File: config.mk
export PLATFORM = sky130hd
export DESIGN_NAME = spi_max7219_receiver
export DESIGN_NICKNAME = d
export VERILOG_FILES = /design/src/rtl/max7219_pkg.sv /design/src/rtl/spi_max7219_receiver_sync_edge.sv /design/src/rtl/spi_max7219_receiver.sv
export SDC_FILE = /design/constraint.sdc
export NUM_CORES = 2
export LEC_CHECK = 0
export BUFFER_PORTS_ARGS = -buffer_cell sky130_fd_sc_hd__buf_2
export CAP_MARGIN = 20
export CORE_AREA = 2 2 633 635
export DETAILED_ROUTE_END_ITERATION = 10
export DIE_AREA = 0 0 635 637
export PLACE_DENSITY = 0.32
export SLEW_MARGIN = 5
export SYNTH_ARGS = -nofsm -noshare
export SYNTH_HDL_FRONTEND = slang
export SYNTH_SLANG_ARGS = --single-unit
File: constraint.sdc
create_clock -name i_Clk -period 97.3 [get_ports i_Clk]
set_clock_uncertainty 0.2 [all_clocks]
set_input_delay 9.73 -clock i_Clk [delete_from_list [all_inputs] [get_ports i_Clk]]
set_output_delay 9.73 -clock i_Clk [all_outputs]
set_load 0.05 [all_outputs]
File: src/rtl/max7219_pkg.sv
// MAX7219 register map and the 16-bit command word shifted in per device.
package max7219_pkg;

    localparam logic [3:0] ADDR_NOOP      = 4'h0;
    localparam logic [3:0] ADDR_DIGIT0    = 4'h1;
    localparam logic [3:0] ADDR_DIGIT1    = 4'h2;
    localparam logic [3:0] ADDR_DIGIT2    = 4'h3;
    localparam logic [3:0] ADDR_DIGIT3    = 4'h4;
    localparam logic [3:0] ADDR_DIGIT4    = 4'h5;
    localparam logic [3:0] ADDR_DIGIT5    = 4'h6;
    localparam logic [3:0] ADDR_DIGIT6    = 4'h7;
    localparam logic [3:0] ADDR_DIGIT7    = 4'h8;
    localparam logic [3:0] ADDR_DECODE    = 4'h9;
    localparam logic [3:0] ADDR_INTENSITY = 4'hA;
    localparam logic [3:0] ADDR_SCANLIMIT = 4'hB;
    localparam logic [3:0] ADDR_SHUTDOWN  = 4'hC;
    localparam logic [3:0] ADDR_TEST      = 4'hF;

    typedef struct packed {
        logic [3:0] rsvd;
        logic [3:0] addr;
        logic [7:0] data;
    } max7219_word_t;

endpackage

File: src/rtl/spi_max7219_receiver_sync_edge.sv
// Two-flop synchronizer plus history flop; edges are taken between stage 2 and history.
module sync_edge #(
    parameter logic RST_VAL = 1'b0
) (
    input  logic i_Clk,
    input  logic i_Rst,
    input  logic i_Async,
    output logic o_Level,
    output logic o_Rise,
    output logic o_Fall
);

    // [0] first sync stage, [1] second sync stage, [2] history
    logic [2:0] pipe_q, pipe_d;

    always_comb begin
        pipe_d = {pipe_q[1:0], i_Async};
    end

    always_ff @(posedge i_Clk or posedge i_Rst) begin
        if (i_Rst) pipe_q <= {3{RST_VAL}};
        else       pipe_q <= pipe_d;
    end

    assign o_Level = pipe_q[1];
    assign o_Rise  = pipe_q[1] & ~pipe_q[2];
    assign o_Fall  = ~pipe_q[1] & pipe_q[2];

endmodule

File: src/rtl/spi_max7219_receiver.sv
// Emulates the register file of a DISP_ROWS x DISP_COLUMNS chain of MAX7219s
// by snooping the SPI frame and decoding it on the LOAD rising edge.
module spi_max7219_receiver
    import max7219_pkg::*;
#(
    parameter int DISP_ROWS    = 5,
    parameter int DISP_COLUMNS = 4
) (
    input  logic i_Clk,
    input  logic i_Rst,
    input  logic i_SPI_MAX7219_Stb,
    input  logic i_SPI_MAX7219_Clk,
    input  logic i_SPI_MAX7219_Din,
    output logic [0:7][DISP_ROWS-1:0][DISP_COLUMNS-1:0][7:0] o_Digits,
    output logic [DISP_ROWS-1:0][DISP_COLUMNS-1:0][3:0]      o_Intensity,
    output logic [DISP_ROWS-1:0][DISP_COLUMNS-1:0][2:0]      o_ScanLimit,
    output logic [DISP_ROWS-1:0][DISP_COLUMNS-1:0][7:0]      o_DecodeMode,
    output logic [DISP_ROWS-1:0][DISP_COLUMNS-1:0]           o_Shutdown_n,
    output logic [DISP_ROWS-1:0][DISP_COLUMNS-1:0]           o_DisplayTest,
    output logic o_Frame_Valid,
    output logic o_Frame_Error
);

    localparam int NUM_DEV    = DISP_ROWS * DISP_COLUMNS;
    localparam int FRAME_BITS = 16 * NUM_DEV;
    localparam int CNT_W      = $clog2(FRAME_BITS + 2);

    logic stb_lvl, stb_rise, stb_fall;
    logic clk_rise;
    logic din_lvl;

    sync_edge #(.RST_VAL(1'b1)) u_sync_stb (
        .i_Clk(i_Clk), .i_Rst(i_Rst), .i_Async(i_SPI_MAX7219_Stb),
        .o_Level(stb_lvl), .o_Rise(stb_rise), .o_Fall(stb_fall)
    );

    sync_edge #(.RST_VAL(1'b0)) u_sync_clk (
        .i_Clk(i_Clk), .i_Rst(i_Rst), .i_Async(i_SPI_MAX7219_Clk),
        .o_Level(), .o_Rise(clk_rise), .o_Fall()
    );

    sync_edge #(.RST_VAL(1'b0)) u_sync_din (
        .i_Clk(i_Clk), .i_Rst(i_Rst), .i_Async(i_SPI_MAX7219_Din),
        .o_Level(din_lvl), .o_Rise(), .o_Fall()
    );

    logic [FRAME_BITS-1:0] shift_q, shift_d;
    logic [CNT_W-1:0]      cnt_q, cnt_d;
    logic [0:7][DISP_ROWS-1:0][DISP_COLUMNS-1:0][7:0] digits_q, digits_d;
    logic [DISP_ROWS-1:0][DISP_COLUMNS-1:0][3:0]      intensity_q, intensity_d;
    logic [DISP_ROWS-1:0][DISP_COLUMNS-1:0][2:0]      scan_q, scan_d;
    logic [DISP_ROWS-1:0][DISP_COLUMNS-1:0][7:0]      decode_q, decode_d;
    logic [DISP_ROWS-1:0][DISP_COLUMNS-1:0]           shdn_n_q, shdn_n_d;
    logic [DISP_ROWS-1:0][DISP_COLUMNS-1:0]           test_q, test_d;
    logic valid_q, valid_d, err_q, err_d;
    max7219_word_t w;
    logic [2:0]    dig_idx;

    always_comb begin
        shift_d     = shift_q;
        cnt_d       = cnt_q;
        digits_d    = digits_q;
        intensity_d = intensity_q;
        scan_d      = scan_q;
        decode_d    = decode_q;
        shdn_n_d    = shdn_n_q;
        test_d      = test_q;
        valid_d     = 1'b0;
        err_d       = 1'b0;
        w           = '0;
        dig_idx     = '0;

        if (stb_fall) begin
            cnt_d = '0;
        end else if (clk_rise && !stb_lvl) begin
            shift_d = {shift_q[FRAME_BITS-2:0], din_lvl};
            if (cnt_q != CNT_W'(FRAME_BITS + 1)) cnt_d = cnt_q + 1'b1;
        end

        if (stb_rise) begin
            if (cnt_q == CNT_W'(FRAME_BITS)) begin
                valid_d = 1'b1;
                // device 0 sits nearest the initiator, so its word was shifted last
                for (int r = 0; r < DISP_ROWS; r++) begin
                    for (int c = 0; c < DISP_COLUMNS; c++) begin
                        w       = max7219_word_t'(shift_q[16*(r*DISP_COLUMNS+c) +: 16]);
                        dig_idx = 3'(w.addr - 4'd1);
                        case (w.addr)
                            ADDR_DIGIT0, ADDR_DIGIT1, ADDR_DIGIT2, ADDR_DIGIT3,
                            ADDR_DIGIT4, ADDR_DIGIT5, ADDR_DIGIT6, ADDR_DIGIT7:
                                digits_d[dig_idx][r][c] = w.data;
                            ADDR_DECODE:    decode_d[r][c]    = w.data;
                            ADDR_INTENSITY: intensity_d[r][c] = w.data[3:0];
                            ADDR_SCANLIMIT: scan_d[r][c]      = w.data[2:0];
                            ADDR_SHUTDOWN:  shdn_n_d[r][c]    = w.data[0];
                            ADDR_TEST:      test_d[r][c]      = w.data[0];
                            default: ;
                        endcase
                    end
                end
            end else begin
                err_d = 1'b1;
            end
        end
    end

    always_ff @(posedge i_Clk or posedge i_Rst) begin
        if (i_Rst) begin
            shift_q     <= '0;
            cnt_q       <= '0;
            digits_q    <= '0;
            intensity_q <= '0;
            scan_q      <= '0;
            decode_q    <= '0;
            shdn_n_q    <= '0;
            test_q      <= '0;
            valid_q     <= 1'b0;
            err_q       <= 1'b0;
        end else begin
            shift_q     <= shift_d;
            cnt_q       <= cnt_d;
            digits_q    <= digits_d;
            intensity_q <= intensity_d;
            scan_q      <= scan_d;
            decode_q    <= decode_d;
            shdn_n_q    <= shdn_n_d;
            test_q      <= test_d;
            valid_q     <= valid_d;
            err_q       <= err_d;
        end
    end

    assign o_Digits      = digits_q;
    assign o_Intensity   = intensity_q;
    assign o_ScanLimit   = scan_q;
    assign o_DecodeMode  = decode_q;
    assign o_Shutdown_n  = shdn_n_q;
    assign o_DisplayTest = test_q;
    assign o_Frame_Valid = valid_q;
    assign o_Frame_Error = err_q;

endmodule
==> impl_results.md <==
- RSZ-0062 raised after global routing: false
- Worst endpoint data arrival time: 14300 ps
- Top Ports: 1627
- Final worst slack: 83740 ps
- Routed WL: 342 mm
- Primary FF master, synth: dfrtp_1
- Initial DRC count: 2194
- Area Growth Syn to Fin: 29.0%
- Die area: 0.404 mm^2
- Aggregate global routing overflow: 0
- Cell variety after synth: 67
- MaxCap Viol Count: 0
- CTS tree: yes
- Commonest non-fill, non-tap cell in the layout: dfrtp_1
- Leak pwr: 53.9 nW
- Clock sinks: 1955
- Finished Layout Cells: 12000
- Cts repair resizes: 0
- RePlAce Congestion: 0.756
- Router iterations before antenna repair: 4
- Initial antenna violation count: 20
- CTS Hold Bufs: 0
- Clock buffer depth: 4
- Worst hold path startpoint: u_sync_din.pipe_q[0]$_DFF_PP0_
- Tmin final: 13560 ps
- Global-route wire length before repair: 465 mm
- Syn Area/Cell: 15.7 um^2
- Mapped Cells: 4963
- Die H: 637 um
- CTS clk-pin slew, worst paths: 60 ps
- Cell Pwr Density: 18.1 mW/mm^2
- Startpoint types: input pin
- Async SR Flop Fraction: 1.00
- Cell total after placement: 11600
- Share of cells above drive strength 1: 0.613
- Maximum vdd ir drop: 0.0161 mV
- Starting Density: 0.196
- Rows: 232
- Worst Tran Pin Value: 1200 ps
- Clk_lat worst skew: 940 ps
- Hold depth: 0
- Setup Buffers After CTS: 0
- Post-route clock period utilization: 0.139
- Root Buffer: clkbuf_16
- All-Layer GR Usage: 0.164
- Crit. End Element: asynchronous set/reset pin
- Routed wire per std cell: 28.4 um
- Final Net Count: 6654
- Worst Path Max Fanout: 112
- Total power: 1.82 mW
- Run status: completed
- DRC: 0
- Min Hold Slack: 148 ps
- CP required: 98040 ps
- Hold Crit Class: register to register
- Vias in the first global route: 51000
- Pin count of the biggest net entering global routing: 149
- EDFF count, synth: 0
- Setup TNS: 0 ps
- Number of synthesis warnings: 0
- Clock buffer count from CTS: 245
- Port Buf Inserts: 1626
- Max transition margin: 0.203
- Reg2Reg Setup Slack: 93010 ps
- # setup viols final: 0
- Post-place setup slack: 82260 ps
- Hold Fails Final Rpt: 0
- Via Count: 48800
- Register area share after synthesis: 0.626
- Core Box Area: 0.398 mm^2
- Critical path class: input pin to asynchronous set/reset pin
- Synth Net Count: 5055
- Max Fclk: 73.7 MHz
- Vias per cell: 4.05
- H-tree Lvls: 4
- RR Startpoint: cnt_q[4]$_DFFE_PP0P_
- Synth Register Bits: 1955
- Fillers: 41500
- Post-DP HPWL: 254 mm
- WHS Endpoint: u_sync_din.pipe_q[1]$_DFF_PP0_
- R2R Path End: o_Digits[224]$_DFFE_PP0P_
- Most frequent cells in the layout: dfrtp_1, mux2_2, buf_2
- Routed Antenna Nets: 0
- Worst r2r path cells: 6
- Max-slew violations: 0
- Die Wd: 635 um
- Post-Syn Area: 0.0781 mm^2
## cell type report
class | count | area [um^2] | share of cell area
clock buffers | 348 | 7230 | 0.0718
multi-input cells | 2626 | 27600 | 0.274
well taps | 5265 | 6590 | 0.0654
repair buffers | 1685 | 8720 | 0.0866
flip-flops and latches | 1955 | 48900 | 0.486
diodes | 11 | 27.5 | 0.000273
inverters | 49 | 196 | 0.00195
clock inverters | 110 | 1410 | 0.0140
## sequential cells by signal, indices dropped and copies added (netlist names)
name	cells
u_sync_din.pipe_q	2
u_sync_clk.pipe_q	3
u_sync_stb.pipe_q	3
o_Digits	1280
cnt_q	9
shift_q	316
o_Frame_Error	1
o_DisplayTest	20
o_ScanLimit	60
o_Shutdown_n	20
o_Intensity	80
o_Frame_Valid	1
o_DecodeMode	160
## stage by stage
| stage | utilization | instance area [um^2] |
|---|---|---|
| after floorplan | - | 78100 |
| after global placement | 0.231 | 92000 |
| after detailed placement | 0.231 | 92000 |
| after CTS | 0.253 | 101000 |
| after global routing | 0.253 | 101000 |
| final | 0.253 | 101000 |
## report_power, final
group          internal (mW)  leakage (nW)  total (mW)  switching [mW]
registers              0.814          27.3       0.820         0.00537
logic                0.00361          22.3      0.0263          0.0226
clock network          0.586          4.28       0.976           0.390
## kinds of logic (layout without fill, tap and decap cells)
group,Yosys count,in the layout,share of synthesized area
compound gates,94,94,0.00931
xor+xnor,39,39,0.00437
fa+ha+maj,87,87,0.0139
buf+inv,382,2192,0.0209
flops,1955,1955,0.626
mux,1897,1897,0.273
other cells,0,11,0
simple gates,509,509,0.0516
## cell usage after synthesis, types with 17 or more instances
cell	instances	area (um^2)
o21ai_0	44	220
mux2_2	1896	21400
nand4b_1	26	228
nand2_1	87	327
and3_1	36	225
nor3_1	32	160
nor2_1	37	139
xnor2_1	17	149
nand4_2	25	313
nand3_1	18	90.1
xor2_1	22	193
clkbuf_1	214	803
dfrtp_1	1952	48800
nand4_1	65	407
ha_1	87	1090
nor2b_1	17	106
inv_1	46	173
buf_2	94	470
nor4_4	40	851
## critical path, stage by stage
cell	delay [ps]
buf_2	130
inv_8	550
buf_4	400
buf_16	330
buf_4	600
buf_12	510
buf_4	830
buf_4	750
## per-layer routing
metal  up-vias  global-route usage  routed length (um)
li1      21000                   -                   -
met1     26300               0.190              135000
met2      1162               0.297              178000
met3       357              0.0453               20600
met4         0              0.0424                9290
met5         -                   0                   0
## how the worst max path moves through the flow
stage	from	endpoint	slack, ps	cells past startpoint
3_3_place_gp	i_Rst	o_Digits[546]$_DFFE_PP0P_	82400	7
4_1_cts	i_Rst	o_Digits[547]$_DFFE_PP0P_	83320	7
6_report	i_Rst	o_Digits[867]$_DFFE_PP0P_	83740	8
5_1_grt	i_Rst	o_Digits[869]$_DFFE_PP0P_	83130	8
2_1_floorplan	i_Rst	cnt_q[0]$_DFFE_PP0P_	32160	1
3_5_place_dp	i_Rst	o_Digits[546]$_DFFE_PP0P_	82260	7
(Power assumes the default switching activity.)
